[config.mk]
export PLATFORM = sky130hd
export DESIGN_NAME = spgd_metric_pair_flat
export DESIGN_NICKNAME = d
export VERILOG_FILES = /design/src/rtl/spgd_metric_pair_if.sv /design/src/rtl/spgd_metric_pair.sv /design/src/flat_wrapper.sv
export SDC_FILE = /design/constraint.sdc
export NUM_CORES = 1
export LEC_CHECK = 0
export CORE_MARGIN = 2
export CORE_UTILIZATION = 25
export DETAILED_ROUTE_END_ITERATION = 7
export HOLD_SLACK_MARGIN = 0.08
export PLACE_DENSITY = 0.47
export SLEW_MARGIN = 10
export SYNTH_ARGS = -nofsm -noshare
export SYNTH_HDL_FRONTEND = slang
export SYNTH_SLANG_ARGS = --single-unit
[constraint.sdc]
create_clock -name ADC_CLK -period 6.9 [get_ports ADC_CLK]
set_clock_uncertainty 0.2 [all_clocks]
set_input_delay 1.725 -clock ADC_CLK [delete_from_list [all_inputs] [get_ports ADC_CLK]]
set_output_delay 1.725 -clock ADC_CLK [all_outputs]
set_load 0.005 [all_outputs]
[src/rtl/spgd_metric_pair_if.sv]
// Handshake and data bundle between the ADC gain path, the metric pairing block
// and the gradient/update stage of the SPGD loop.
interface spgd_metric_pair_if #(
  parameter int FLOAT_WIDTH = 64,
  parameter int CNT_WIDTH   = 16
);
  logic [FLOAT_WIDTH-1:0] DATA_IN;
  logic                   REG_WRITE;
  logic                   REG_RST;
  logic                   DELTA_READY;
  logic                   CLR_OVERRUN;
  logic                   PERT_SEL;
  logic [FLOAT_WIDTH-1:0] J_PLUS;
  logic [FLOAT_WIDTH-1:0] J_MINUS;
  logic [FLOAT_WIDTH-1:0] DELTA_J;
  logic                   DELTA_VALID;
  logic                   OVERRUN;
  logic [CNT_WIDTH-1:0]   PAIR_COUNT;

  modport master (
    output DATA_IN, REG_WRITE, REG_RST, DELTA_READY, CLR_OVERRUN,
    input  PERT_SEL, J_PLUS, J_MINUS, DELTA_J, DELTA_VALID, OVERRUN, PAIR_COUNT
  );

  modport slave (
    input  DATA_IN, REG_WRITE, REG_RST, DELTA_READY, CLR_OVERRUN,
    output PERT_SEL, J_PLUS, J_MINUS, DELTA_J, DELTA_VALID, OVERRUN, PAIR_COUNT
  );
endinterface

[src/rtl/spgd_metric_pair.sv]
// Pairs J+/J- metric samples, presents the saturated difference dJ = J+ - J-
// over a valid/ready handshake and drives the perturbation polarity select.
module spgd_metric_pair #(
  parameter int FLOAT_WIDTH = 64,
  parameter int INT_WIDTH   = 16,
  parameter int CNT_WIDTH   = 16
) (
  input logic               ADC_CLK,
  input logic               RST_N,
  spgd_metric_pair_if.slave bus
);

  localparam logic [1:0] WAIT_PLUS  = 2'd0;
  localparam logic [1:0] WAIT_MINUS = 2'd1;
  localparam logic [1:0] PRESENT    = 2'd2;

  if (INT_WIDTH < 1 || INT_WIDTH > FLOAT_WIDTH) begin : g_bad_format
    $error("INT_WIDTH must lie within 1..FLOAT_WIDTH");
  end

  logic [1:0]             state;
  logic                   pert_sel;
  logic                   delta_valid;
  logic                   overrun;
  logic [FLOAT_WIDTH-1:0] j_plus;
  logic [FLOAT_WIDTH-1:0] j_minus;
  logic [FLOAT_WIDTH-1:0] delta_j;
  logic [CNT_WIDTH-1:0]   pair_count;
  logic                   handshake;
  logic                   drop;

  // Both operands are unsigned, so one guard bit holds the exact difference;
  // the top two bits disagreeing means the result left the signed range.
  function automatic logic [FLOAT_WIDTH-1:0] sat_sub(
    input logic [FLOAT_WIDTH-1:0] a,
    input logic [FLOAT_WIDTH-1:0] b
  );
    logic signed [FLOAT_WIDTH:0] diff;
    diff = $signed({1'b0, a}) - $signed({1'b0, b});
    if (!diff[FLOAT_WIDTH] && diff[FLOAT_WIDTH-1])
      return {1'b0, {(FLOAT_WIDTH-1){1'b1}}};
    else if (diff[FLOAT_WIDTH] && !diff[FLOAT_WIDTH-1])
      return {1'b1, {(FLOAT_WIDTH-1){1'b0}}};
    else
      return diff[FLOAT_WIDTH-1:0];
  endfunction

  assign handshake = delta_valid && bus.DELTA_READY;
  assign drop      = (state == PRESENT) && bus.REG_WRITE && !handshake && !bus.REG_RST;

  always_ff @(posedge ADC_CLK) begin
    if (!RST_N) begin
      state       <= WAIT_PLUS;
      pert_sel    <= 1'b0;
      delta_valid <= 1'b0;
      overrun     <= 1'b0;
      j_plus      <= '0;
      j_minus     <= '0;
      delta_j     <= '0;
      pair_count  <= '0;
    end else begin
      if (drop)
        overrun <= 1'b1;
      else if (bus.CLR_OVERRUN)
        overrun <= 1'b0;

      if (bus.REG_RST) begin
        state       <= WAIT_PLUS;
        pert_sel    <= 1'b0;
        delta_valid <= 1'b0;
      end else begin
        case (state)
          WAIT_PLUS: begin
            if (bus.REG_WRITE) begin
              j_plus   <= bus.DATA_IN;
              state    <= WAIT_MINUS;
              pert_sel <= 1'b1;
            end
          end
          WAIT_MINUS: begin
            if (bus.REG_WRITE) begin
              j_minus     <= bus.DATA_IN;
              delta_j     <= sat_sub(j_plus, bus.DATA_IN);
              state       <= PRESENT;
              pert_sel    <= 1'b0;
              delta_valid <= 1'b1;
            end
          end
          PRESENT: begin
            if (handshake) begin
              pair_count  <= pair_count + 1'b1;
              delta_valid <= 1'b0;
              // A strobe coinciding with the handshake starts the next pair.
              if (bus.REG_WRITE) begin
                j_plus   <= bus.DATA_IN;
                state    <= WAIT_MINUS;
                pert_sel <= 1'b1;
              end else begin
                state    <= WAIT_PLUS;
              end
            end
          end
          default: begin
            state       <= WAIT_PLUS;
            pert_sel    <= 1'b0;
            delta_valid <= 1'b0;
          end
        endcase
      end
    end
  end

  assign bus.PERT_SEL    = pert_sel;
  assign bus.DELTA_VALID = delta_valid;
  assign bus.OVERRUN     = overrun;
  assign bus.J_PLUS      = j_plus;
  assign bus.J_MINUS     = j_minus;
  assign bus.DELTA_J     = delta_j;
  assign bus.PAIR_COUNT  = pair_count;

endmodule

[src/flat_wrapper.sv]
// flat-port wrapper written by rule: the top's interface ports become plain ports
module spgd_metric_pair_flat 
#(
  parameter int FLOAT_WIDTH = 64,
  parameter int INT_WIDTH   = 16,
  parameter int CNT_WIDTH   = 16
)
  (ADC_CLK, RST_N, bus_DATA_IN, bus_REG_WRITE, bus_REG_RST, bus_DELTA_READY, bus_CLR_OVERRUN, bus_PERT_SEL, bus_J_PLUS, bus_J_MINUS, bus_DELTA_J, bus_DELTA_VALID, bus_OVERRUN, bus_PAIR_COUNT);
  spgd_metric_pair_if #(.FLOAT_WIDTH(FLOAT_WIDTH), .CNT_WIDTH(CNT_WIDTH)) bus_i ();
  input logic ADC_CLK;
  input logic RST_N;
  input wire logic [$bits(bus_i.DATA_IN)-1:0] bus_DATA_IN;
  input wire logic [$bits(bus_i.REG_WRITE)-1:0] bus_REG_WRITE;
  input wire logic [$bits(bus_i.REG_RST)-1:0] bus_REG_RST;
  input wire logic [$bits(bus_i.DELTA_READY)-1:0] bus_DELTA_READY;
  input wire logic [$bits(bus_i.CLR_OVERRUN)-1:0] bus_CLR_OVERRUN;
  output wire logic [$bits(bus_i.PERT_SEL)-1:0] bus_PERT_SEL;
  output wire logic [$bits(bus_i.J_PLUS)-1:0] bus_J_PLUS;
  output wire logic [$bits(bus_i.J_MINUS)-1:0] bus_J_MINUS;
  output wire logic [$bits(bus_i.DELTA_J)-1:0] bus_DELTA_J;
  output wire logic [$bits(bus_i.DELTA_VALID)-1:0] bus_DELTA_VALID;
  output wire logic [$bits(bus_i.OVERRUN)-1:0] bus_OVERRUN;
  output wire logic [$bits(bus_i.PAIR_COUNT)-1:0] bus_PAIR_COUNT;
  assign bus_i.DATA_IN = bus_DATA_IN;
  assign bus_i.REG_WRITE = bus_REG_WRITE;
  assign bus_i.REG_RST = bus_REG_RST;
  assign bus_i.DELTA_READY = bus_DELTA_READY;
  assign bus_i.CLR_OVERRUN = bus_CLR_OVERRUN;
  assign bus_PERT_SEL = bus_i.PERT_SEL;
  assign bus_J_PLUS = bus_i.J_PLUS;
  assign bus_J_MINUS = bus_i.J_MINUS;
  assign bus_DELTA_J = bus_i.DELTA_J;
  assign bus_DELTA_VALID = bus_i.DELTA_VALID;
  assign bus_OVERRUN = bus_i.OVERRUN;
  assign bus_PAIR_COUNT = bus_i.PAIR_COUNT;
  spgd_metric_pair #(.FLOAT_WIDTH(FLOAT_WIDTH), .INT_WIDTH(INT_WIDTH), .CNT_WIDTH(CNT_WIDTH)) u_core (.ADC_CLK(ADC_CLK), .RST_N(RST_N), .bus(bus_i));
endmodule
==> metrics.txt <==
CP endpoint kind=register; Initial Utilization=0.254; GRT Resource Usage Total=0.165; number of remaining DRC errors=0; Power Dens Cells=about 200 nW/µm²; vias in the first global route=11.7k; number of detailed-route iterations in the first pass=6; # setup viols final=0; Slew Viols, Final=0; CTS root buffer=clkbuf_16; Area growth, synth to finish=33.5%; Antenna Nets Post-Route=0; crit-path max cell delay=between 0.8 and 0.9 ns; DR iter-0 viols=644; Syn Std Cell Area=12500 µm²; CTS tree=done; via count=between 10k and 15k; row cnt=81; Placer Congestion=between 0.8 and 0.9; core area=49100 µm²; Yosys cell types=~70; Max Cap Violations=0; post_cts resized=0; sequential area share after synthesis=0.342; unrepaired setup endpoints after global routing=no; fmax=166 MHz; HPWL after DPL=~32000 µm; Vias/cell=4.76; Nets=around 2.0k; clock sink count=213; total die area=51700 µm²; IR drop worst, VDD=0.000127 V; Syn. warnings=0; Tmin final=6.04 ns; IO Count=281; Critical Path RT=7.10 ns; port bufs=280; die width=approximately 230 µm; Worst-Margin Slew=1.14 ns; CTS clock-pin slew for the worst setup and hold paths=0.06 ns; CTS max path bufs=3; LEAKAGE=6.26 nW; type of the most critical hold path=register to register; final hold violations=0; post-synthesis async set-or-reset flop share=0; DP Worst Slack=0.450 ns; layout cells sized above 1=0.0421; Mapped Cells=1642; placed cells=2491; n_diodes=0; first-pass GRT wire length=between 60000 and 70000 µm; pin count of the biggest net entering global routing=90; final instance count without filler cells=2539; initial antenna violation count=0; drt total wl=roughly 44000 µm; chip height=227 µm; Post-CTS Setup Bufs=0; Setup CP Type=input pin to register; ys flop type=dfxtp_1; Synth Net Count=1779; CP Launch Type=input pin; status=complete, no violations; number of synthesized flops with an enable pin=0; slowest stage cell, crit path=a31oi_2; Mean Syn Cell Area=7.59 µm²; final worst-path cycle share=0.875; gr ovfl total=0; post-synthesis register bit count=~210; worst skew pair latency=0.55 ns; final worst slack=~0.86 ns; Max-slew headroom=0.241; Routed WL per cell=17.4 µm; Critical Path Fanout Max=8; Critical Path AT=6.24 ns; setup_tns=0 ns; Post-CTS Hold Buffers=0; Most Frequent Cell on Critical Path=a21oi_1; TritonCTS buffer count=28; htree depth=1; Cell Chain, Critical Path=clkdlybuf4s50_1 > inv_1 > ha_1 > o211ai_1 > a21oi_1 > o21a_1 > a311oi_1 > o21ai_1 > o2111ai_1 > nand3_1 > a31oi_2 > maj3_1 > a21oi_1
-- cells in the final DEF (no fill, tap or decap), types with 7 or more instances in the layout --
cell type,count
nor3_1,17
a21boi_0,131
inv_1,83
nand4_1,21
o21ai_1,47
clkbuf_16,29
xnor2_1,53
nand3_1,16
o211ai_1,7
o21ai_0,119
nand2_1,323
buf_4,11
nor2b_1,7
o21a_1,11
ha_1,66
maj3_1,8
clkdlybuf4s50_1,279
dfxtp_1,213
and2_1,22
a31oi_1,7
nor2_1,50
a21o_1,18
a21oi_1,195
o21bai_1,19
xor2_1,22
-- synth_stat cells, types with 7 or more instances --
master / n / area (µm²)
o21ai_1: 47 / 235
o21ai_0: 119 / 596
o21a_1: 11 / 82.6
a21boi_0: 131 / 983
nor2_1: 50 / 188
buf_2: 8 / 40.0
nand3_1: 16 / 80.1
xnor2_1: 53 / 464
nand2_1: 325 / 1220
o21bai_1: 19 / 143
maj3_1: 8 / 80.1
xor2_1: 22 / 193
a21oi_1: 195 / 976
ha_1: 66 / 826
nand4_1: 21 / 131
dfxtp_1: 213 / 4260
and2_1: 24 / 150
inv_1: 83 / 312
buf_4: 15 / 113
o211ai_1: 7 / 52.6
a21o_1: 18 / 135
clkbuf_1: 77 / 289
nor2b_1: 7 / 43.8
nor3_1: 17 / 85.1
a31oi_1: 7 / 43.8
-- routing by layer --
layer	routed length, µm	up-vias	GRT usage
met1	20100	5626	0.216
met2	20500	310	0.279
li1	-	6099	-
met3	2640	47	0.0365
met5	0	-	0
met4	851	0	0.0352
-- cell families (layout without fill, tap and decap cells) --
group / after synthesis / after routing / synth area share
adder cells (fa/ha/maj): 75 / 75 / 0.0743
multiplexers: 1 / 1 / 0.000803
AO/OA/AOI/OAI: 594 / 594 / 0.292
AND/OR/NAND/NOR: 492 / 492 / 0.173
buffers and inverters: 190 / 423 / 0.0631
XOR/XNOR: 77 / 77 / 0.0553
flip-flops: 213 / 213 / 0.342
-- worst max-delay path, delay by kind of cell --
family | cells | cell delay, ns
buf+inv | 2 | 0.58
compound gates | 8 | 2.94
simple gates | 1 | 0.29
fa+ha+maj | 2 | 0.70
-- sequential cells by signal (all words and copies together), names as in the netlist --
register and cells:
u_core.bus.DELTA_J 64, u_core.bus.J_MINUS 64, u_core.bus.J_PLUS 64, u_core.bus.PAIR_COUNT 16, u_core.state 2, u_core.bus.DELTA_VALID 1, u_core.bus.OVERRUN 1, u_core.bus.PERT_SEL 1
-- final timing paths --
kind	from	end	slack, ns	cells past startpoint
max	bus_DATA_IN[3]	u_core.bus.DELTA_J[56]$_SDFFE_PN0P_	0.86	13
min	u_core.bus.PERT_SEL$_SDFFE_PP0P_	u_core.bus.PERT_SEL$_SDFFE_PP0P_	0.26	2
max reg2reg	u_core.bus.J_PLUS[0]$_SDFFE_PN0P_	u_core.bus.DELTA_J[56]$_SDFFE_PN0P_	2.22	13
min reg2reg	u_core.bus.PERT_SEL$_SDFFE_PP0P_	u_core.bus.PERT_SEL$_SDFFE_PP0P_	0.26	2
-- power breakdown --
| part | internal [mW] | leakage, nW | switching [mW] |
|---|---|---|---|
| registers | 1.26 | 1.73 | 0.0238 |
| clock network | 0.851 | 0.437 | 0.573 |
| logic | 0.245 | 4.09 | 0.359 |
-- area by class of cell --
| cell class | instances | area, µm² |
|---|---|---|
| fill | 5275 | 32400 |
| multi-input combinational | 1239 | 7440 |
| sequential | 213 | 4260 |
| timing repair buffer | 292 | 2910 |
| tap | 664 | 831 |
| clock buffer | 39 | 813 |
| inverter | 83 | 312 |
| clock inverter | 9 | 78.8 |
-- metrics by stage --
step | instance area [µm²] | utilization | power (mW) | hold WS, ns
after detailed placement | 15800 | 0.321 | 1.92 | 0.250
after floorplan | 12500 | - | 1.68 | 0.253
after global routing | 16600 | 0.339 | 3.48 | 0.285
final | 16600 | 0.339 | 3.31 | 0.258
after global placement | 15800 | 0.321 | 1.92 | 0.250
after CTS | 16600 | 0.339 | 3.38 | 0.255
Power figures use the tool's default switching activity.
